## src/rtl/mem_stage_ctrl.sv

```systemverilog
// mem_stage_ctrl -- memory-stage controller between execute and write-back.
// Latches one instruction from execute, performs its data-memory and/or
// pixel-memory access over a req/ack handshake, then presents the result in
// the memory-to-writeback register for one cycle. Upstream is stalled for the
// whole time an instruction is in flight.
// Optional feature: define MEM_TIMEOUT_EN to bound each access to TIMEOUT
// cycles. An expired wait returns 0 and sets the sticky err flag.
module mem_stage_ctrl #(
   parameter int unsigned IMG_WIDTH = 256,
   parameter int unsigned TIMEOUT   = 15
) (
   input  logic        clk,
   input  logic        rst_n,
   input  logic        in_valid,
   input  logic        in_pcSrc,
   input  logic        in_regWrite,
   input  logic        in_memWrite,
   input  logic        in_memPixWrite,
   input  logic [1:0]  in_memToReg,
   input  logic [31:0] in_aluResult,
   input  logic [31:0] in_trigResult,
   input  logic [31:0] in_Ax,
   input  logic [31:0] in_Ay,
   input  logic [31:0] in_WD,
   input  logic [3:0]  in_Rd,
   output logic        stall,
   output logic        dm_req,
   output logic        dm_we,
   output logic [31:0] dm_addr,
   output logic [31:0] dm_wdata,
   input  logic        dm_ack,
   input  logic [31:0] dm_rdata,
   output logic        pm_req,
   output logic        pm_we,
   output logic [31:0] pm_addr,
   output logic [7:0]  pm_wdata,
   input  logic        pm_ack,
   input  logic [7:0]  pm_rdata,
   output logic        wb_valid,
   output logic        wb_regWrite,
   output logic        wb_pcSrc,
   output logic [1:0]  wb_memToReg,
   output logic [31:0] wb_dataMemRead,
   output logic [31:0] wb_pixMemRead,
   output logic [31:0] wb_aluResult,
   output logic [31:0] wb_trigResult,
   output logic [3:0]  wb_Rd,
   output logic        err
);

   typedef enum logic [1:0] {IDLE, DM_ACC, PM_ACC, WB} state_t;

   state_t      state, state_nxt;
   logic        accept, need_dm_in, need_pm_in;
   logic        need_dm, need_pm, pix_write;
   logic        reg_write, pc_src;
   logic [1:0]  mem_to_reg;
   logic [31:0] alu_result, trig_result;
   logic [3:0]  rd;
   logic [31:0] dm_data, dm_cap, dm_val, pix_addr;
   logic [7:0]  pm_cap;
   logic        timed_out, dm_done, pm_done, commit;

   assign accept     = in_valid && (state == IDLE);
   assign need_dm_in = in_memWrite || (in_memToReg == 2'b01);
   assign need_pm_in = in_memPixWrite || (in_memToReg == 2'b10);
   assign stall      = (state != IDLE);
   assign pix_addr   = in_Ay * 32'(IMG_WIDTH) + in_Ax;

   // An access ends on its ack, or on an expired wait (which reads as 0).
   assign dm_done = (state == DM_ACC) && (dm_ack || timed_out);
   assign pm_done = (state == PM_ACC) && (pm_ack || timed_out);
   assign dm_cap  = dm_ack ? dm_rdata : '0;
   assign pm_cap  = pm_ack ? pm_rdata : '0;
   // Data read used at commit: live when the data access is the last one,
   // otherwise the value staged before the pixel access.
   assign dm_val  = dm_done ? dm_cap : dm_data;

   // The result is committed at the end of the cycle that finishes the last
   // piece of work: the final ack for memory ops, the WB cycle for pure ALU ops.
   assign commit = (dm_done && !need_pm) || pm_done ||
                   ((state == WB) && !need_dm && !need_pm);

`ifdef MEM_TIMEOUT_EN
   localparam int unsigned CNT_W = (TIMEOUT > 1) ? $clog2(TIMEOUT) : 1;
   localparam logic [CNT_W-1:0] CNT_LAST = CNT_W'(TIMEOUT - 1);

   logic [CNT_W-1:0] wait_cnt;
   logic             in_acc, cur_ack;

   assign in_acc    = (state == DM_ACC) || (state == PM_ACC);
   assign cur_ack   = (state == DM_ACC) ? dm_ack : pm_ack;
   assign timed_out = in_acc && !cur_ack && (wait_cnt == CNT_LAST);

   // Wait counter restarts on every entry into an access state.
   always_ff @(posedge clk or negedge rst_n) begin
      if (!rst_n) wait_cnt <= '0;
      else        wait_cnt <= (in_acc && (state_nxt == state)) ? wait_cnt + 1'b1 : '0;
   end

   // Sticky timeout flag, cleared only by reset.
   always_ff @(posedge clk or negedge rst_n) begin
      if (!rst_n)         err <= 1'b0;
      else if (timed_out) err <= 1'b1;
   end
`else
   assign timed_out = 1'b0;
   assign err       = 1'b0;
`endif

   // State register.
   // NOTE: sequential state uses non-blocking assignments so every flop samples pre-edge values.
   always_ff @(posedge clk or negedge rst_n) begin
      if (!rst_n) state <= IDLE;
      else        state <= state_nxt;
   end

   // Next-state selection; data access always precedes the pixel access.
   // NOTE: the default assignment first keeps this block free of inferred latches.
   always_comb begin
      state_nxt = state;
      unique case (state)
         IDLE:    if (accept) state_nxt = need_dm_in ? DM_ACC : (need_pm_in ? PM_ACC : WB);
         DM_ACC:  if (dm_done) state_nxt = need_pm ? PM_ACC : WB;
         PM_ACC:  if (pm_done) state_nxt = WB;
         WB:      state_nxt = IDLE;
         default: state_nxt = IDLE;
      endcase
   end

   // Latch the accepted instruction; stage the data read for a following pixel access.
   always_ff @(posedge clk or negedge rst_n) begin
      if (!rst_n) begin
         need_dm     <= 1'b0;
         need_pm     <= 1'b0;
         pix_write   <= 1'b0;
         reg_write   <= 1'b0;
         pc_src      <= 1'b0;
         mem_to_reg  <= 2'b00;
         alu_result  <= '0;
         trig_result <= '0;
         rd          <= '0;
         dm_data     <= '0;
      end else begin
         if (accept) begin
            need_dm     <= need_dm_in;
            need_pm     <= need_pm_in;
            pix_write   <= in_memPixWrite;
            reg_write   <= in_regWrite;
            pc_src      <= in_pcSrc;
            mem_to_reg  <= in_memToReg;
            alu_result  <= in_aluResult;
            trig_result <= in_trigResult;
            rd          <= in_Rd;
         end
         if (dm_done) dm_data <= dm_cap;
      end
   end

   // Registered request ports: raised on entry to an access, dropped after its ack.
   always_ff @(posedge clk or negedge rst_n) begin
      if (!rst_n) begin
         dm_req   <= 1'b0;
         dm_we    <= 1'b0;
         dm_addr  <= '0;
         dm_wdata <= '0;
         pm_req   <= 1'b0;
         pm_we    <= 1'b0;
         pm_addr  <= '0;
         pm_wdata <= '0;
      end else if (accept) begin
         dm_req   <= need_dm_in;
         dm_we    <= in_memWrite;
         dm_addr  <= in_aluResult;
         dm_wdata <= in_WD;
         pm_req   <= need_pm_in && !need_dm_in;
         pm_we    <= need_pm_in && !need_dm_in && in_memPixWrite;
         pm_addr  <= pix_addr;
         pm_wdata <= in_WD[7:0];
      end else begin
         if (dm_done) begin
            dm_req <= 1'b0;
            dm_we  <= 1'b0;
            pm_req <= need_pm;
            pm_we  <= need_pm && pix_write;
         end
         if (pm_done) begin
            pm_req <= 1'b0;
            pm_we  <= 1'b0;
         end
      end
   end

   // Memory-to-writeback register: one-cycle valid pulse, data held otherwise.
   always_ff @(posedge clk or negedge rst_n) begin
      if (!rst_n) begin
         wb_valid       <= 1'b0;
         wb_regWrite    <= 1'b0;
         wb_pcSrc       <= 1'b0;
         wb_memToReg    <= 2'b00;
         wb_dataMemRead <= '0;
         wb_pixMemRead  <= '0;
         wb_aluResult   <= '0;
         wb_trigResult  <= '0;
         wb_Rd          <= '0;
      end else begin
         wb_valid <= commit;
         if (commit) begin
            wb_regWrite   <= reg_write;
            wb_pcSrc      <= pc_src;
            wb_memToReg   <= mem_to_reg;
            wb_aluResult  <= alu_result;
            wb_trigResult <= trig_result;
            wb_Rd         <= rd;
            if (mem_to_reg == 2'b01) wb_dataMemRead <= dm_val;
            if (mem_to_reg == 2'b10) wb_pixMemRead  <= {24'h0, pm_cap};
         end
      end
   end

endmodule

```

## config.mk

```make
export PLATFORM = sky130hd
export DESIGN_NAME = mem_stage_ctrl
export DESIGN_NICKNAME = d
export VERILOG_FILES = /design/src/rtl/mem_stage_ctrl.sv
export SDC_FILE = /design/constraint.sdc
export NUM_CORES = 1
export LEC_CHECK = 0
export ABC_AREA = 1
export CORE_MARGIN = 2
export CORE_UTILIZATION = 30
export CTS_CLUSTER_SIZE = 30
export DETAILED_ROUTE_END_ITERATION = 8
export HOLD_SLACK_MARGIN = 0.05
export MAX_ROUTING_LAYER = met4
export PLACE_DENSITY = 0.59
export SLEW_MARGIN = 25
export SYNTH_ARGS = -nofsm -noshare
export SYNTH_HDL_FRONTEND = slang
export SYNTH_SLANG_ARGS = --single-unit
```

## constraint.sdc

```tcl
create_clock -name clk -period 1.8 [get_ports clk]
set_clock_uncertainty 0.05 [all_clocks]
set_input_delay 0.36 -clock clk [delete_from_list [all_inputs] [get_ports clk]]
set_output_delay 0.36 -clock clk [all_outputs]
set_load 0.01 [all_outputs]
```

==> results_dict.tcl <==
set metrics [dict create \
    firstDrtPassIters 5 \
    p_total_mw 32.44 \
    rsz0062_at_grt "true" \
    maxClockFrequency_mhz 524.6 \
    synth-edff-count 0 \
    yosysSeqAreaShare 0.5632 \
    die_area_mm2 0.04463 \
    htreeDepth 2 \
    yosys_register_bits 290 \
    drc 0 \
    portBuffers 428 \
    chipWidth_um 211.3 \
    violations "negative setup slack" \
    die_h_um 211.3 \
    r2r-end "wb_aluResult[3]$_DFFE_PN0P_" \
    cpMostUsedCell "buf_12" \
    path_buf_inv 5 \
    leakagePower_nw 10.55 \
    fin_ws_ns -0.1063 \
    fin_nets 2215 \
    slowest_stage "dfrtp_1" \
    cp-start-kind "flip-flop" \
    cts_buffer_depth 3 \
    start_util 0.3058 \
    clkLatencyLatePin_ns 0.52 \
    drv_slew 0 \
    critPathMaxStageDelay_ns 0.39 \
    cts_buffers 34 \
    synth_ff_type "dfrtp_1" \
    clock-sinks 290 \
    clk_pin_slew_ns 0.06 \
    p_per_area_mw_per_mm2 1642 \
    avgRoutedWirePerCell_um 16.05 \
    grt-ovfl-total 0 \
    cp_top_family "buffers and inverters" \
    vdd_drop_max_mv 0.7237 \
    track_usage 0.1838 \
    drtAntennaViolNets 0 \
    area_growth_syn_to_layout_pct 53.27 \
    grt_max_degree 58 \
    crit_start "state[0]$_DFFE_PN0P_" \
    syn_inst 1469 \
    cap_viol_max_count 0 \
    synth.area.top_cells "dfrtp_1 56%, nand2_1 22%, mux2_2 6.2%, ha_1 2.7%, inv_1 2.6%" \
    setup_viol 78 \
    ys.warnings.count 0 \
    syn_area_mm2 0.01289 \
    num_io_pins 462 \
    async_flop_share 1.000 \
    fin_setup_tns_ns -5.133 \
    row_count 75 \
    cts_root_buf "clkbuf_16" \
    cts_tree "yes" \
    cp_data_arrival_time_ns 2.26 \
    grt_antenna_before_repair 2 \
    grt_pass1_vias 11350 \
    drt_iter0_drc 658 \
    drive_above_1_share 0.1413 \
    reg2reg_depth 10 \
    synth.most_common_cell "nand2_1" \
    synth_top_area_frac 0.5632 \
    syn_area_per_cell_um2 8.772 \
    crit_required_ns 2.16 \
    vias 11120 \
    layout_min_cycle_time_ns 1.906 \
    ys_top_cells_by_count "757 x nand2_1, 290 x dfrtp_1, 88 x inv_1, 71 x mux2_2, 40 x buf_4" \
    end_kind "flip-flop" \
    final_hold_viol_count 0 \
    status "finished, violations left" \
    core_mm2 0.04213 \
    fin_crit_sh 1.059 \
    grt_pass1_wl_mm 62.73 \
    cp_cell_sequence "buf_6, ha_4, nand2_4, inv_4, a21oi_4, o21ai_4, buf_12, buf_16, buf_12, mux2_4" \
    wl_mm 40.73 \
    gp_congestion 0.8930 \
    crit_fanout 12 \
    r2r_setup_slack_ns -0.11 \
    critPathKind "reg -> reg" \
    hold_class "in -> async" \
    r2r_start "state[0]$_DFFE_PN0P_" \
    via_per_inst 4.384 \
    ys_types 31 \
    synth_top_area_cell "dfrtp_1" \
    dpl.hpwl_mm 29.53 \
]
-- power breakdown --
part           switching, mW  total [mW]  internal, mW  leakage, nW
clock network           2.76        7.24          4.47        0.576
registers               1.65        11.3          9.62         3.64
logic                   6.95        13.9          6.97         6.33
-- how the worst max path moves through the flow --
stage               cells after the start  slack, ns                             to
floorplan                              12      0.007   wb_pixMemRead[5]$_DFFE_PN0P_
global placement                       10      -0.52        pm_addr[18]$_DFFE_PN0P_
detailed placement                     12      -0.54        pm_addr[20]$_DFFE_PN0P_
CTS                                     9      -0.11  wb_trigResult[21]$_DFFE_PN0P_
global route                           10      -0.17   wb_trigResult[2]$_DFFE_PN0P_
finish                                 10      -0.11    wb_aluResult[3]$_DFFE_PN0P_
-- metrics by stage --
step | setup slack, ns | std cells | util | instance area, um^2 | hold slack, ns
5_1_grt | -0.1723 | 2537 | 0.4687 | 19750 | 0.3019
3_3_place_gp | -0.5192 | 2465 | 0.4371 | 18420 | 0.2461
2_1_floorplan | 0.006907 | 1493 | - | 13010 | 0.01441
4_1_cts | -0.1052 | 2528 | 0.4615 | 19440 | 0.2763
3_5_place_dp | -0.5440 | 2465 | 0.4371 | 18420 | 0.2469
6_report | -0.1063 | 2537 | 0.4687 | 19750 | 0.2819
-- layer usage --
layer	share of wire	global-route usage
met4	0.026	0.05367
met3	0.062	0.04297
met1	0.43	0.2309
met5	0	-
met2	0.48	0.2962
-- final cells by class --
type,instances,area [um^2]
Antenna cell,2,5.005
Timing Repair Buffer,529,5146
Clock buffer,48,1005
Multi-Input combinational cell,1026,5144
Sequential cell,290,7257
Fill cell,4120,22380
Tap cell,539,674.4
Inverter,90,342.8
Clock inverter,13,176.4
-- logic make-up after synthesis --
family / count (synthesis) / synth area share
AOI/OAI and AO/OA: 46 / 0.02156
xor gates and xnor gates: 7 / 0.004758
adders and majority gates: 29 / 0.02874
buffers and inverters: 177 / 0.06438
DFF: 290 / 0.5632
muxes: 71 / 0.06205
other: 1 / 0.0002910
and+or+nand+nor: 848 / 0.2551
-- placed cells by master, fill, tap and decap left out, drive strengths merged, types with 3 or more instances in the layout --
cell type        n
o21ai           25
mux2            71
xnor2            7
bufinv           4
clkbuf          53
dfrtp          290
dlygate4sd2    221
a21oi           16
clkinvlp         3
nand3           39
nand4            6
clkdlybuf4s50  205
inv             91
ha              28
clkinv           5
or2              3
nor2            33
nand2          758
buf             97
nand3b           7
conb            25
-- timing repair --
action	4_1_cts	5_1_grt
setup buffers	1	2
endpoints found under the setup margin	329	128
hold buffers	1	0
gates resized for setup	255	41
cloned	0	5
hold endpoints to repair	70	0
pin swaps	1	3
Note: power is estimated with default switching activity, not from simulation.
